===== src/rtl/div_arbiter_pkg.sv =====
// Shared types and constants for the round-robin divider arbiter.
package div_arbiter_pkg;
  typedef enum logic [1:0] {
    S_IDLE   = 2'd0,
    S_LAUNCH = 2'd1,
    S_WAIT   = 2'd2,
    S_RESP   = 2'd3
  } state_t;

  localparam int DIV_LATENCY = 20;
  localparam int WDOG_LIMIT  = 32;
endpackage


===== src/rtl/serial_div20.sv =====
// Shared unsigned restoring serial divider; one quotient bit per cycle, no reset.
module serial_div20
  import div_arbiter_pkg::*;
#(
  parameter int W = DIV_LATENCY
) (
  input  logic         clk,
  input  logic         start,
  input  logic [W-1:0] dividend,
  input  logic [W-1:0] divisor,
  output logic         ready,
  output logic [W-1:0] quotient,
  output logic [W-1:0] remainder
);
  localparam int CW = $clog2(W);

  logic [W-1:0]  rem;
  logic [W-1:0]  quo;
  logic [W-1:0]  dvs;
  logic [CW-1:0] cnt;

  function automatic logic [2*W-1:0] step(input logic [W-1:0] r, input logic [W-1:0] q,
                                          input logic [W-1:0] d);
    logic [W:0] sh;
    logic [W:0] diff;
    sh   = {r, q[W-1]};
    diff = sh - {1'b0, d};
    if (!diff[W]) return {diff[W-1:0], q[W-2:0], 1'b1};
    else          return {sh[W-1:0], q[W-2:0], 1'b0};
  endfunction

  // The first step is folded into the start cycle, so ready is low for the
  // start cycle plus W-1 further cycles.
  always_ff @(posedge clk) begin
    if (start) begin
      {rem, quo} <= step('0, dividend, divisor);
      dvs        <= divisor;
      cnt        <= CW'(W - 1);
    end else if (cnt != '0) begin
      {rem, quo} <= step(rem, quo, dvs);
      cnt        <= cnt - 1'b1;
    end
  end

  assign ready     = (cnt == '0) && !start;
  assign quotient  = quo;
  assign remainder = rem;
endmodule


===== src/rtl/div_arbiter.sv =====
// Round-robin arbiter time-sharing one serial divider among NREQ requesters.
// Handshakes: a transfer happens on a cycle where valid & ready are both high; valid holds data stable until then.
module div_arbiter
  import div_arbiter_pkg::*;
#(
  parameter  int N    = 20,
  parameter  int NREQ = 4,
  localparam int IW   = (NREQ > 1) ? $clog2(NREQ) : 1
) (
  input  logic              clk,
  input  logic              rst_n,
  input  logic [NREQ-1:0]   req_valid,
  input  logic [NREQ*N-1:0] req_divident,
  input  logic [NREQ*N-1:0] req_divider,
  output logic [NREQ-1:0]   req_ready,
  output logic              rsp_valid,
  input  logic              rsp_ready,
  output logic [IW-1:0]     rsp_id,
  output logic [N-1:0]      rsp_quotient,
  output logic [N-1:0]      rsp_reminder,
  output logic              rsp_div0,
  output logic              busy,
  output state_t            dbg_state
);
  state_t        state;
  logic [IW-1:0] ptr;
  logic [N-1:0]  lat_dvd;
  logic [N-1:0]  lat_dvs;
  logic [5:0]    wait_cnt;
  logic          gnt_any;
  logic [IW-1:0] gnt_idx;
  logic [N-1:0]  sel_dvd;
  logic [N-1:0]  sel_dvs;
  logic          div_start;
  logic          div_ready;
  logic [N-1:0]  div_q;
  logic [N-1:0]  div_r;

  // Scan from the highest offset down so the lowest offset from ptr wins.
  always_comb begin
    gnt_any = 1'b0;
    gnt_idx = '0;
    for (int k = NREQ - 1; k >= 0; k--) begin
      if (req_valid[(int'(ptr) + k) % NREQ]) begin
        gnt_any = 1'b1;
        gnt_idx = IW'((int'(ptr) + k) % NREQ);
      end
    end
  end

  assign sel_dvd   = req_divident[int'(gnt_idx)*N +: N];
  assign sel_dvs   = req_divider[int'(gnt_idx)*N +: N];
  assign req_ready = (rst_n && state == S_IDLE && gnt_any) ? (NREQ'(1) << gnt_idx) : '0;
  assign busy      = (state != S_IDLE);
  assign div_start = (state == S_LAUNCH);
  assign dbg_state = state;

  always_ff @(posedge clk or negedge rst_n) begin
    if (!rst_n) begin
      state        <= S_IDLE;
      ptr          <= '0;
      lat_dvd      <= '0;
      lat_dvs      <= '0;
      wait_cnt     <= '0;
      rsp_valid    <= 1'b0;
      rsp_id       <= '0;
      rsp_quotient <= '0;
      rsp_reminder <= '0;
      rsp_div0     <= 1'b0;
    end else begin
      case (state)
        S_IDLE: begin
          if (gnt_any) begin
            lat_dvd <= sel_dvd;
            lat_dvs <= sel_dvs;
            rsp_id  <= gnt_idx;
            ptr     <= (gnt_idx == IW'(NREQ - 1)) ? '0 : gnt_idx + 1'b1;
            if (sel_dvs == '0) begin
              rsp_quotient <= '1;
              rsp_reminder <= sel_dvd;
              rsp_div0     <= 1'b1;
              rsp_valid    <= 1'b1;
              state        <= S_RESP;
            end else begin
              state <= S_LAUNCH;
            end
          end
        end
        S_LAUNCH: begin
          wait_cnt <= '0;
          state    <= S_WAIT;
        end
        S_WAIT: begin
          wait_cnt <= wait_cnt + 1'b1;
          // The divider has no reset, so its ready is meaningless until after the first WAIT cycle.
          if (wait_cnt != '0 && div_ready) begin
            rsp_quotient <= div_q;
            rsp_reminder <= div_r;
            rsp_div0     <= 1'b0;
            rsp_valid    <= 1'b1;
            state        <= S_RESP;
          end else if (wait_cnt == 6'(WDOG_LIMIT - 1)) begin
            rsp_quotient <= '1;
            rsp_reminder <= lat_dvd;
            rsp_div0     <= 1'b1;
            rsp_valid    <= 1'b1;
            state        <= S_RESP;
          end
        end
        S_RESP: begin
          if (rsp_ready) begin
            rsp_valid <= 1'b0;
            state     <= S_IDLE;
          end
        end
        default: state <= S_IDLE;
      endcase
    end
  end

  serial_div20 #(.W(N)) u_div (
    .clk       (clk),
    .start     (div_start),
    .dividend  (lat_dvd),
    .divisor   (lat_dvs),
    .ready     (div_ready),
    .quotient  (div_q),
    .remainder (div_r)
  );
endmodule


===== config.mk =====
export PLATFORM = sky130hd
export DESIGN_NAME = div_arbiter
export DESIGN_NICKNAME = d
export VERILOG_FILES = /design/src/rtl/div_arbiter_pkg.sv /design/src/rtl/serial_div20.sv /design/src/rtl/div_arbiter.sv
export SDC_FILE = /design/constraint.sdc
export NUM_CORES = 1
export LEC_CHECK = 0
export ABC_AREA = 0
export CAP_MARGIN = 10
export CORE_MARGIN = 1
export CORE_UTILIZATION = 52
export CTS_CLUSTER_DIAMETER = 200
export DETAILED_ROUTE_END_ITERATION = 8
export PLACE_DENSITY_LB_ADDON = 0.05
export SETUP_SLACK_MARGIN = 0.2
export SYNTH_ARGS = -nofsm -noshare
export SYNTH_HDL_FRONTEND = slang
export SYNTH_SLANG_ARGS = --single-unit

===== constraint.sdc =====
create_clock -name clk -period 5.25 [get_ports clk]
set_input_delay 0.525 -clock clk [delete_from_list [all_inputs] [get_ports clk]]
set_output_delay 0.525 -clock clk [all_outputs]
set_load 0.02 [all_outputs]

==> flow_summary.toml <==
[global_routing]
top_usage_layer = "met2"
grt_first_pass_wirelength_um = 48500
met1_usage_pct = 45.7
grt_max_degree = 87
track_usage_pct = 32.8
antenna_found_initial = 0
grt_pass1_vias = 8646
met2_usage_pct = 52.7
met3_usage_pct = 5.35
overflow = 0

[clock_tree]
ctsLongestPathBuffers = 2
cts_tree = "yes"
numCtsBuffers = 17
cts_resized = 0
clock-root-buffer = "clkbuf_16"
post_cts.repair.setup_buffers = 0
path_clk_slew_ns = 0.07
h-tree-depth = 4
clock-sinks = 159
holdBufCountCts = 0
clock_latency_ns = 0.44

[critical_path]
cp.buffers_inverters = 4
worstPathMaxFanout = 24
worstPathRequired_ns = 4.72
slowest_stage = "or4b_1"
arrival_ns = 4.08
cp_top_family = "buffers and inverters"
end_kind = "output port"
cp_cell_sequence = "clkdlybuf4s50_1, nor2b_1, or4b_1, nand2_1, buf_4, clkinv_1, ha_1, and3_1, clkdlybuf4s50_1"
r2r_slack_ns = 0.88
critPathMaxStageDelay_ns = 0.86
crit_top_cell = "clkdlybuf4s50_1"
startpoint_type = "primary input"
critical_path_class = "in -> out"

[hold_path]
hold_class = "in -> async"

[synthesis]
synthTopCellsByCount = "230 x nand2_1, 94 x dfrtp_1, 79 x nand3_1, 79 x o21ai_0, 60 x edfxtp_1"
yosysTopAreaCellShare_pct = 24.0
ys_types = 67
netlist_instances = 1113
synth-seq-cells = 159
synth-seq-area-share_pct = 43.5
syn_avg_cell_area_um2 = 8.79
yosys-top-cells-area = "dfrtp_1 24%, edfxtp_1 18%, nand2_1 8.8%"
synth-edff-count = 60
ys.flop_type = "dfrtp_1"
syn-num-nets = 1315
synth.cell_area_um2 = 9780
synthArstFlopShare_pct = 59.1
yosysMostFrequentCell = "nand2_1"
yosysWarningCount = 0
yosysTopAreaCell = "dfrtp_1"

[sta]
setup_viol = 0
final_hold_viol_count = 0
rsz0062_at_grt = "no"
finalMaxSlewViolations = 0
fmax_mhz = 217
fin_crit_sh_pct = 87.7
fin_crit_ns = 4.61
worst_pin_slew_ns = 1.13
fin_setup_tns_ns = 0
relSlewSlack_pct = 24.3
worst_clock_skew_ns = 0.0128

[placed_design]
dpl-instance-area_um2 = 12200
gp_congestion = 0.959
io_buffers = 217
dp_hpwl_um = 23600

[final_layout]
postLayoutCellArea_um2 = 12800
fillers = 1441
antenna_cells = 0
nets = 1505
area_growth_pct = 30.6
layout-drive-gt1-share_pct = 5.70

[drt]
dr.pass1.iters = 9
drt_iter0_markers = 783
routed_via_density = 5.95
drc = 7
ant_nets = 0
vias = 9189
wl_um = 31200
wl_per_cell_um = 20.2

[outcome]
status = "finished with violations"
violations = "DRC"

[power_and_ir_drop]
p_leak_nw = 5.46
finalPower_mw = 7.77
power_density_nw_per_um2 = 608
ir_drop_uv = 327

[floorplan]
die_y_um = 139
ios = 218
start_util_pct = 53.7
core-area_um2 = 18200
fp-row-count = 49
dieArea_um2 = 19400
die_w_um = 139

[flow_run]
drv_cap = 0
[logic make-up (layout without fill, tap and decap cells)]
logic type / after synthesis / in the layout / share of synthesized area [%]
AOI/OAI and AO/OA: 258 / 258 / 17.6
xor gates and xnor gates: 14 / 14 / 1.25
adders and majority gates: 35 / 35 / 4.55
buffers and inverters: 128 / 331 / 5.08
DFF: 159 / 159 / 43.5
muxes: 52 / 52 / 5.59
and+or+nand+nor: 467 / 467 / 22.4
[where the power goes]
group / total (mW) / leakage [nW] / switching, mW / internal [mW]
Sequential: 2.32 / 1.77 / 0.383 / 1.94
Clock: 1.25 / 0.293 / 0.573 / 0.680
Combinational: 4.20 / 3.40 / 2.53 / 1.66
[per-stage QoR]
step           setup slack [ns]  utilization, %  hold WS (ns)  std cells
2_1_floorplan              1.30               -         0.229       1113
3_3_place_gp              0.343            66.8         0.463       1512
3_5_place_dp              0.284            66.8         0.467       1512
4_1_cts                   0.676            70.1         0.193       1544
5_1_grt                   0.465            70.1         0.207       1545
6_report                  0.644            70.1         0.145       1545
[sequential cells by signal (all words and copies together) (netlist names), 5 cells and up]
register and cells:
rsp_reminder 20, u_div.quotient 20, u_div.remainder 20, rsp_quotient 20
u_div.dvs 20, u_div.cnt 5, wait_cnt 6, lat_dvd 20
lat_dvs 20
[final cells by class]
| type | count | area [um2] | area share, % |
|---|---|---|---|
| timing repair buffer | 239 | 2340 | 18.4 |
| clock buffer | 17 | 425 | 3.33 |
| clock inverter | 15 | 175 | 1.37 |
| multi-input combinational | 826 | 5060 | 39.6 |
| sequential | 159 | 4250 | 33.3 |
| tap | 229 | 287 | 2.24 |
| inverter | 60 | 225 | 1.76 |
[cells in the final DEF (no fill, tap or decap), drive strengths merged, types with 7 or more instances in the layout]
cell | Yosys | final
a211o | 9 | 9
a211oi | 16 | 16
a21oi | 50 | 50
a2bb2oi | 21 | 21
a31oi | 7 | 7
and3 | 40 | 40
buf | 17 | 23
clkbuf | 51 | 17
clkdlybuf4s50 | 0 | 216
clkinv | 1 | 7
dfrtp | 94 | 94
edfxtp | 60 | 60
ha | 34 | 34
inv | 59 | 66
mux2 | 21 | 21
mux2i | 31 | 31
nand2 | 230 | 230
nand2b | 7 | 7
nand3 | 79 | 79
nor2 | 28 | 28
nor2b | 16 | 16
nor3 | 14 | 14
nor3b | 7 | 7
nor4 | 16 | 16
o211ai | 7 | 7
o21ai | 79 | 79
o31ai | 14 | 14
or3 | 7 | 7
xnor2 | 9 | 9
[final timing paths]
check,to,startpoint,cells past startpoint
max in group asynchronous,lat_dvs[13]$_DFFE_PN0P_,rst_n,2
min,rsp_quotient[19]$_DFFE_PN0P_,rst_n,1
max reg2reg,rsp_reminder[19]$_DFFE_PN0P_,ptr[0]$_DFFE_PN0P_,10
max,req_ready[2],req_valid[2],9
min in group clk,u_div.dvs[15]$_DFFE_PP_,lat_dvs[15]$_DFFE_PN0P_,0
min reg2reg,u_div.dvs[15]$_DFFE_PP_,lat_dvs[15]$_DFFE_PN0P_,0
[per-layer routing]
metal  vias up  routed length (um)
met5         -                   0
met4         0                 622
met3        51                2210
met2       415               14700
met1      4351               13600
li1       4372                   -
Power figures use the tool's default switching activity.
